==> config.mk <==
export PLATFORM = sky130hd
export DESIGN_NAME = display_capture_decoder
export DESIGN_NICKNAME = d
export VERILOG_FILES = /design/src/rtl/display_capture_decoder.sv
export SDC_FILE = /design/constraint.sdc
export NUM_CORES = 1
export LEC_CHECK = 0
export BUFFER_PORTS_ARGS = -buffer_cell sky130_fd_sc_hd__buf_2
export CAP_MARGIN = 10
export CORE_MARGIN = 5
export CORE_UTILIZATION = 59
export DETAILED_ROUTE_END_ITERATION = 6
export HOLD_SLACK_MARGIN = 0.12
export PLACE_DENSITY = 0.88
export SLEW_MARGIN = 25
export SYNTH_ARGS = -nofsm -noshare
export SYNTH_HDL_FRONTEND = slang
export SYNTH_SLANG_ARGS = --single-unit
==> constraint.sdc <==
create_clock -name clk_scan -period 5.1 [get_ports clk_scan]
set_input_delay 0.765 -clock clk_scan [delete_from_list [all_inputs] [get_ports clk_scan]]
set_output_delay 0.765 -clock clk_scan [all_outputs]
set_load 0.02 [all_outputs]
==> src/rtl/display_capture_decoder.sv <==
// display_capture_decoder: samples the multiplexed 8-digit 7-segment bus,
// decodes segment patterns to digit codes, reassembles 4-slot scan frames
// and hands them to a consumer through a one-deep valid/ready buffer.
module display_capture_decoder #(
    parameter int unsigned BLANK_LIMIT = 4
) (
    input  logic        clk_scan,
    input  logic        rst,
    input  logic [7:0]  an,
    input  logic [7:0]  duan,
    input  logic [7:0]  duan1,
    input  logic        frame_ready,
    output logic        frame_valid,
    output logic [31:0] frame_digits,
    output logic [7:0]  frame_dp,
    output logic        frame_changed,
    output logic        seq_err,
    output logic        overrun,
    output logic        blanked
);

    localparam int unsigned DIG_W = 32;
    localparam int unsigned DP_W  = 8;
    localparam int unsigned CNT_W = 8;

    typedef enum logic [1:0] {
        IDLE = 2'd0,
        ASM1 = 2'd1,
        ASM2 = 2'd2,
        ASM3 = 2'd3
    } state_t;

    // Segment pattern (a..g) to digit code; unknown patterns map to 0xF.
    function automatic logic [3:0] seg_to_code(input logic [6:0] seg);
        logic [3:0] code;
        case (seg)
            7'h7E:   code = 4'h0;
            7'h30:   code = 4'h1;
            7'h6D:   code = 4'h2;
            7'h79:   code = 4'h3;
            7'h33:   code = 4'h4;
            7'h5B:   code = 4'h5;
            7'h5F:   code = 4'h6;
            7'h70:   code = 4'h7;
            7'h7F:   code = 4'h8;
            7'h7B:   code = 4'h9;
            7'h0E:   code = 4'hA;
            7'h01:   code = 4'hB;
            7'h00:   code = 4'hC;
            default: code = 4'hF;
        endcase
        return code;
    endfunction

    state_t             state_q, state_d;
    logic [DIG_W-1:0]   cap_digits_q, cap_digits_d;
    logic [DP_W-1:0]    cap_dp_q, cap_dp_d;
    logic               frame_valid_q, frame_valid_d;
    logic [DIG_W-1:0]   frame_digits_q, frame_digits_d;
    logic [DP_W-1:0]    frame_dp_q, frame_dp_d;
    logic               frame_changed_q, frame_changed_d;
    logic               seq_err_q, seq_err_d;
    logic               overrun_q, overrun_d;
    logic               blanked_q, blanked_d;
    logic [CNT_W-1:0]   blank_cnt_q, blank_cnt_d;
    logic [DIG_W-1:0]   ref_digits_q, ref_digits_d;
    logic [DP_W-1:0]    ref_dp_q, ref_dp_d;
    logic               ref_valid_q, ref_valid_d;

    logic               is_slot, is_dark, is_illegal;
    logic [1:0]         slot_idx;
    logic               capture, complete, accept;

    // Classify the anode pattern of the current sample.
    always_comb begin
        is_slot    = 1'b1;
        is_dark    = 1'b0;
        is_illegal = 1'b0;
        slot_idx   = 2'd0;
        case (an)
            8'b0001_0001: slot_idx = 2'd0;
            8'b0010_0010: slot_idx = 2'd1;
            8'b0100_0100: slot_idx = 2'd2;
            8'b1000_1000: slot_idx = 2'd3;
            8'b0000_0000: begin
                is_slot = 1'b0;
                is_dark = 1'b1;
            end
            default: begin
                is_slot    = 1'b0;
                is_illegal = 1'b1;
            end
        endcase
    end

    // Frame assembly FSM: next state, capture strobes and protocol errors.
    always_comb begin
        state_d   = state_q;
        seq_err_d = 1'b0;
        capture   = 1'b0;
        complete  = 1'b0;
        if (is_illegal) begin
            seq_err_d = 1'b1;
            state_d   = IDLE;
        end else if (is_dark) begin
            state_d = IDLE;
        end else if (is_slot) begin
            case (state_q)
                IDLE: begin
                    if (slot_idx == 2'd0) begin
                        capture = 1'b1;
                        state_d = ASM1;
                    end
                end
                default: begin
                    if (slot_idx == 2'(state_q)) begin
                        capture = 1'b1;
                        case (state_q)
                            ASM1:    state_d = ASM2;
                            ASM2:    state_d = ASM3;
                            default: begin
                                state_d  = IDLE;
                                complete = 1'b1;
                            end
                        endcase
                    end else begin
                        seq_err_d = 1'b1;
                        if (slot_idx == 2'd0) begin
                            capture = 1'b1;
                            state_d = ASM1;
                        end else begin
                            state_d = IDLE;
                        end
                    end
                end
            endcase
        end
    end

    // Merge the decoded slot pair into the partial frame.
    always_comb begin
        cap_digits_d = cap_digits_q;
        cap_dp_d     = cap_dp_q;
        if (capture) begin
            cap_digits_d[{1'b0, slot_idx, 2'b00} +: 4] = seg_to_code(duan[6:0]);
            cap_digits_d[{1'b1, slot_idx, 2'b00} +: 4] = seg_to_code(duan1[6:0]);
            cap_dp_d[{1'b0, slot_idx}]                 = duan[7];
            cap_dp_d[{1'b1, slot_idx}]                 = duan1[7];
        end
    end

    // Output buffer, delivered-frame reference and blank detection.
    always_comb begin
        logic [DIG_W-1:0] ref_digits_eff;
        logic [DP_W-1:0]  ref_dp_eff;
        logic             ref_valid_eff;

        accept          = frame_valid_q & frame_ready;
        frame_valid_d   = frame_valid_q;
        frame_digits_d  = frame_digits_q;
        frame_dp_d      = frame_dp_q;
        frame_changed_d = frame_changed_q;
        overrun_d       = overrun_q;
        ref_digits_d    = ref_digits_q;
        ref_dp_d        = ref_dp_q;
        ref_valid_d     = ref_valid_q;

        // A frame consumed on this edge is the reference for one loaded on it.
        if (accept) begin
            ref_digits_d = frame_digits_q;
            ref_dp_d     = frame_dp_q;
            ref_valid_d  = 1'b1;
        end
        ref_digits_eff = ref_digits_d;
        ref_dp_eff     = ref_dp_d;
        ref_valid_eff  = ref_valid_d;

        if (complete) begin
            frame_valid_d   = 1'b1;
            frame_digits_d  = cap_digits_d;
            frame_dp_d      = cap_dp_d;
            frame_changed_d = !ref_valid_eff ||
                              ({cap_digits_d, cap_dp_d} != {ref_digits_eff, ref_dp_eff});
            if (frame_valid_q && !frame_ready) begin
                overrun_d = 1'b1;
            end
        end else if (accept) begin
            frame_valid_d = 1'b0;
        end

        if (is_dark) begin
            blank_cnt_d = (blank_cnt_q == {CNT_W{1'b1}}) ? blank_cnt_q : blank_cnt_q + CNT_W'(1);
            blanked_d   = (blank_cnt_d >= CNT_W'(BLANK_LIMIT));
        end else begin
            blank_cnt_d = '0;
            blanked_d   = 1'b0;
        end
    end

    // State and output registers.
    always_ff @(posedge clk_scan or posedge rst) begin
        if (rst) begin
            state_q         <= IDLE;
            cap_digits_q    <= '0;
            cap_dp_q        <= '0;
            frame_valid_q   <= 1'b0;
            frame_digits_q  <= '0;
            frame_dp_q      <= '0;
            frame_changed_q <= 1'b0;
            seq_err_q       <= 1'b0;
            overrun_q       <= 1'b0;
            blanked_q       <= 1'b0;
            blank_cnt_q     <= '0;
            ref_digits_q    <= '0;
            ref_dp_q        <= '0;
            ref_valid_q     <= 1'b0;
        end else begin
            state_q         <= state_d;
            cap_digits_q    <= cap_digits_d;
            cap_dp_q        <= cap_dp_d;
            frame_valid_q   <= frame_valid_d;
            frame_digits_q  <= frame_digits_d;
            frame_dp_q      <= frame_dp_d;
            frame_changed_q <= frame_changed_d;
            seq_err_q       <= seq_err_d;
            overrun_q       <= overrun_d;
            blanked_q       <= blanked_d;
            blank_cnt_q     <= blank_cnt_d;
            ref_digits_q    <= ref_digits_d;
            ref_dp_q        <= ref_dp_d;
            ref_valid_q     <= ref_valid_d;
        end
    end

    assign frame_valid   = frame_valid_q;
    assign frame_digits  = frame_digits_q;
    assign frame_dp      = frame_dp_q;
    assign frame_changed = frame_changed_q;
    assign seq_err       = seq_err_q;
    assign overrun       = overrun_q;
    assign blanked       = blanked_q;

endmodule
==> flow_metrics.env <==
export IMPL_htree_levels=4
export IMPL_antenna_found_initial=1
export IMPL_max_slew_margin_pct=36.9
export IMPL_clockBufferDepth=2
export IMPL_final_common_cell="dfrtp_1"
export IMPL_end_kind="flip-flop"
export IMPL_ant_nets=0
export IMPL_crit_arrival_ns=4.85
export IMPL_synth_cell_types=78
export IMPL_synth_warnings=0
export IMPL_die_height_um=118
export IMPL_numCtsBuffers=17
export IMPL_drtIter0Drc=584
export IMPL_routed_wl_um=17000
export IMPL_reg2regPathDepth=12
export IMPL_portBuffers=71
export IMPL_wire_per_inst_um=20.1
export IMPL_grt_pass1_vias=5429
export IMPL_drt_vias_per_instance=6.20
export IMPL_r2r_slack_ns=0.68
export IMPL_core_area_um2=11400
export IMPL_status="completed"
export IMPL_dpl_instance_area_um2=7410
export IMPL_ys_seq_elements=136
export IMPL_cts_resized=0
export IMPL_postCtsSetupBuffers=0
export IMPL_hold_start="overrun$_DFFE_PP0P_"
export IMPL_grtUsageTotal_pct=25.2
export IMPL_finClkSkew_ns=0.00765
export IMPL_hold_viol=0
export IMPL_r2r_start="state_q[0]$_DFFE_PP0P_"
export IMPL_drv_cap=0
export IMPL_top_layer="met5"
export IMPL_syn_area_um2=6900
export IMPL_m1WireLength_um=7210
export IMPL_initial_core_util_pct=60.4
export IMPL_synth_cells=618
export IMPL_period_needed_ns=4.57
export IMPL_p_leak_nw=4.04
export IMPL_wl_met2_um=8390
export IMPL_ir_worst_vdd_mv=0.338
export IMPL_maxSlewViolCount=0
export IMPL_pwr_density_cell_nw_per_um2=339
export IMPL_post_route_drc_count=0
export IMPL_cts_tree="done"
export IMPL_grt_remaining_overflow=0
export IMPL_post_route_util_pct=71.0
export IMPL_antenna_cells=0
export IMPL_min_path_type="flip-flop to flip-flop"
export IMPL_cts_hold_buf=0
export IMPL_rows=39
export IMPL_rr_endpoint="frame_changed$_DFFE_PP0P_"
export IMPL_grt_pass1_wl_um=28400
export IMPL_fmax_mhz=219
export IMPL_ys_flop_type="dfrtp_1"
export IMPL_syn_avg_cell_area_um2=11.2
export IMPL_die_w_um=118
export IMPL_synthArstFlopShare_pct=100
export IMPL_path_max_fanout=6
export IMPL_ys_seq_area_share_pct=49.3
export IMPL_finalSetupViolCount=0
export IMPL_synth_edf_count=0
export IMPL_hold_path_depth=1
export IMPL_hpwl_um=11500
export IMPL_fin_crit_sh_pct=89.6
export IMPL_drive_above_1_share_pct=28.5
export IMPL_layout_common_cells="dfrtp_1, buf_2, mux2_2"
export IMPL_route_met3_wl_um=915
export IMPL_hold_ws_ns=0.470
export IMPL_worst_slew_pin_slew_ns=0.938
export IMPL_fill_cells=782
export IMPL_clk_latency_ns=0.42
export IMPL_synth_nets=653
export IMPL_grt_max_degree=71
export IMPL_cts_root_buf="clkbuf_16"
export IMPL_crit_type="input port to flip-flop"
export IMPL_globalplace_congestion=0.878
export IMPL_io_pins=72
export IMPL_clock_sinks=136
export IMPL_clk_pin_slew_worst_paths_ns=0.06
export IMPL_worstPathRequired_ns=5.38
export IMPL_nets=727
export IMPL_vias=5260
export IMPL_drt_pass1_iter_count=7
export IMPL_die_area_um2=14000
export IMPL_rsz0062_at_grt="no"
export IMPL_fin_setup_tns_ns=0
export IMPL_startpoint_type="input port"
export IMPL_synthToLayoutAreaGrowth_pct=17.5
export IMPL_whs_endpoint="overrun$_DFFE_PP0P_"
export IMPL_stdcell_area_um2=8110
[cell families (layout without fill, tap and decap cells)]
| family | Yosys count | in the layout | synth area share, % |
|---|---|---|---|
| simple gates | 175 | 175 | 14.6 |
| flops | 136 | 136 | 49.3 |
| compound gates | 113 | 113 | 12.4 |
| mux | 82 | 82 | 13.1 |
| buf+inv | 62 | 149 | 3.79 |
| xor+xnor | 42 | 42 | 5.33 |
| fa+ha+maj | 8 | 8 | 1.45 |
[worst max-delay path: stages]
cell and delay [ns]:
buf_2 0.13, nor4bb_4 0.18, a22oi_2 0.40, ha_1 0.38, nor2_1 0.09, mux2_4 0.31, nor4b_1 0.69, buf_4 0.25
mux2i_1 0.29, xnor2_1 0.16, a211o_1 0.28, or4_1 0.51, nor4_1 0.28, a41oi_1 0.14
[synthesized netlist by cell type, drive strengths merged, types with 5 or more instances]
| cell | instances | area, um2 |
|---|---|---|
| nand2 | 44 | 165 |
| or2 | 5 | 31.3 |
| mux2 | 64 | 724 |
| nand4 | 6 | 37.5 |
| xnor2 | 29 | 254 |
| buf | 8 | 53.8 |
| nor2 | 32 | 120 |
| a211oi | 6 | 57.6 |
| dfrtp | 136 | 3400 |
| or4 | 7 | 56.3 |
| a22o | 13 | 123 |
| mux2i | 18 | 180 |
| clkbuf | 22 | 82.6 |
| inv | 30 | 113 |
| ha | 8 | 100 |
| nor3 | 13 | 65.1 |
| nand3 | 16 | 80.1 |
| xor2 | 13 | 114 |
| a21oi | 10 | 50.1 |
| o31ai | 9 | 67.6 |
| o21ai | 27 | 135 |
| nor4 | 10 | 92.6 |
| a22oi | 11 | 92.6 |
| or3 | 8 | 50.1 |
[power breakdown]
part / internal [mW] / switching (mW) / total (mW)
combinational: 0.0661 / 0.121 / 0.187
sequential: 1.10 / 0.00929 / 1.11
clock: 0.972 / 0.478 / 1.45
[worst max-delay path by stage]
stage	startpoint	to	slack, ns	cells after the start
2_1_floorplan	rst	blank_cnt_q[0]$_DFF_PP0_	0.70	1
3_3_place_gp	an[5]	frame_changed$_DFFE_PP0P_	0.39	13
3_5_place_dp	an[5]	frame_changed$_DFFE_PP0P_	0.18	13
4_1_cts	an[5]	frame_changed$_DFFE_PP0P_	0.57	13
5_1_grt	an[5]	frame_changed$_DFFE_PP0P_	0.29	14
6_report	an[5]	frame_changed$_DFFE_PP0P_	0.53	14
[routing by layer]
metal  up-vias  global-route usage, %
met5         -                      0
met4         2                   9.61
met3        42                   6.45
met2       185                   40.4
met1      2639                   33.2
li1       2392                      -
[layout make-up]
cell class                      count  area [um2]  share of cell area (%)
Tap cell                          143         179                    2.21
Timing Repair Buffer               85         460                    5.68
Clock inverter                     14         269                    3.32
Multi-Input combinational cell    420        3240                    40.0
Clock buffer                       18         429                    5.29
Inverter                           32         128                    1.57
Sequential cell                   136        3400                    42.0
[stage by stage]
| step | instances | power (mW) | setup WS (ns) |
|---|---|---|---|
| 6_report | 848 | 2.75 | 0.533 |
| 5_1_grt | 848 | 2.83 | 0.288 |
| 4_1_cts | 848 | 2.76 | 0.573 |
| 3_5_place_dp | 816 | 1.31 | 0.182 |
| 3_3_place_gp | 816 | 1.31 | 0.391 |
| 2_1_floorplan | 618 | 1.25 | 0.696 |
[flip-flops by register name (all words and copies together), names as in the netlist, 2 cells and up]
name          flops
blank_cnt_q       8
frame_dp          8
ref_dp_q          8
cap_dp_q          8
state_q           2
cap_digits_q     32
ref_digits_q     32
frame_digits     32
Note: power is estimated with default switching activity, not from simulation.
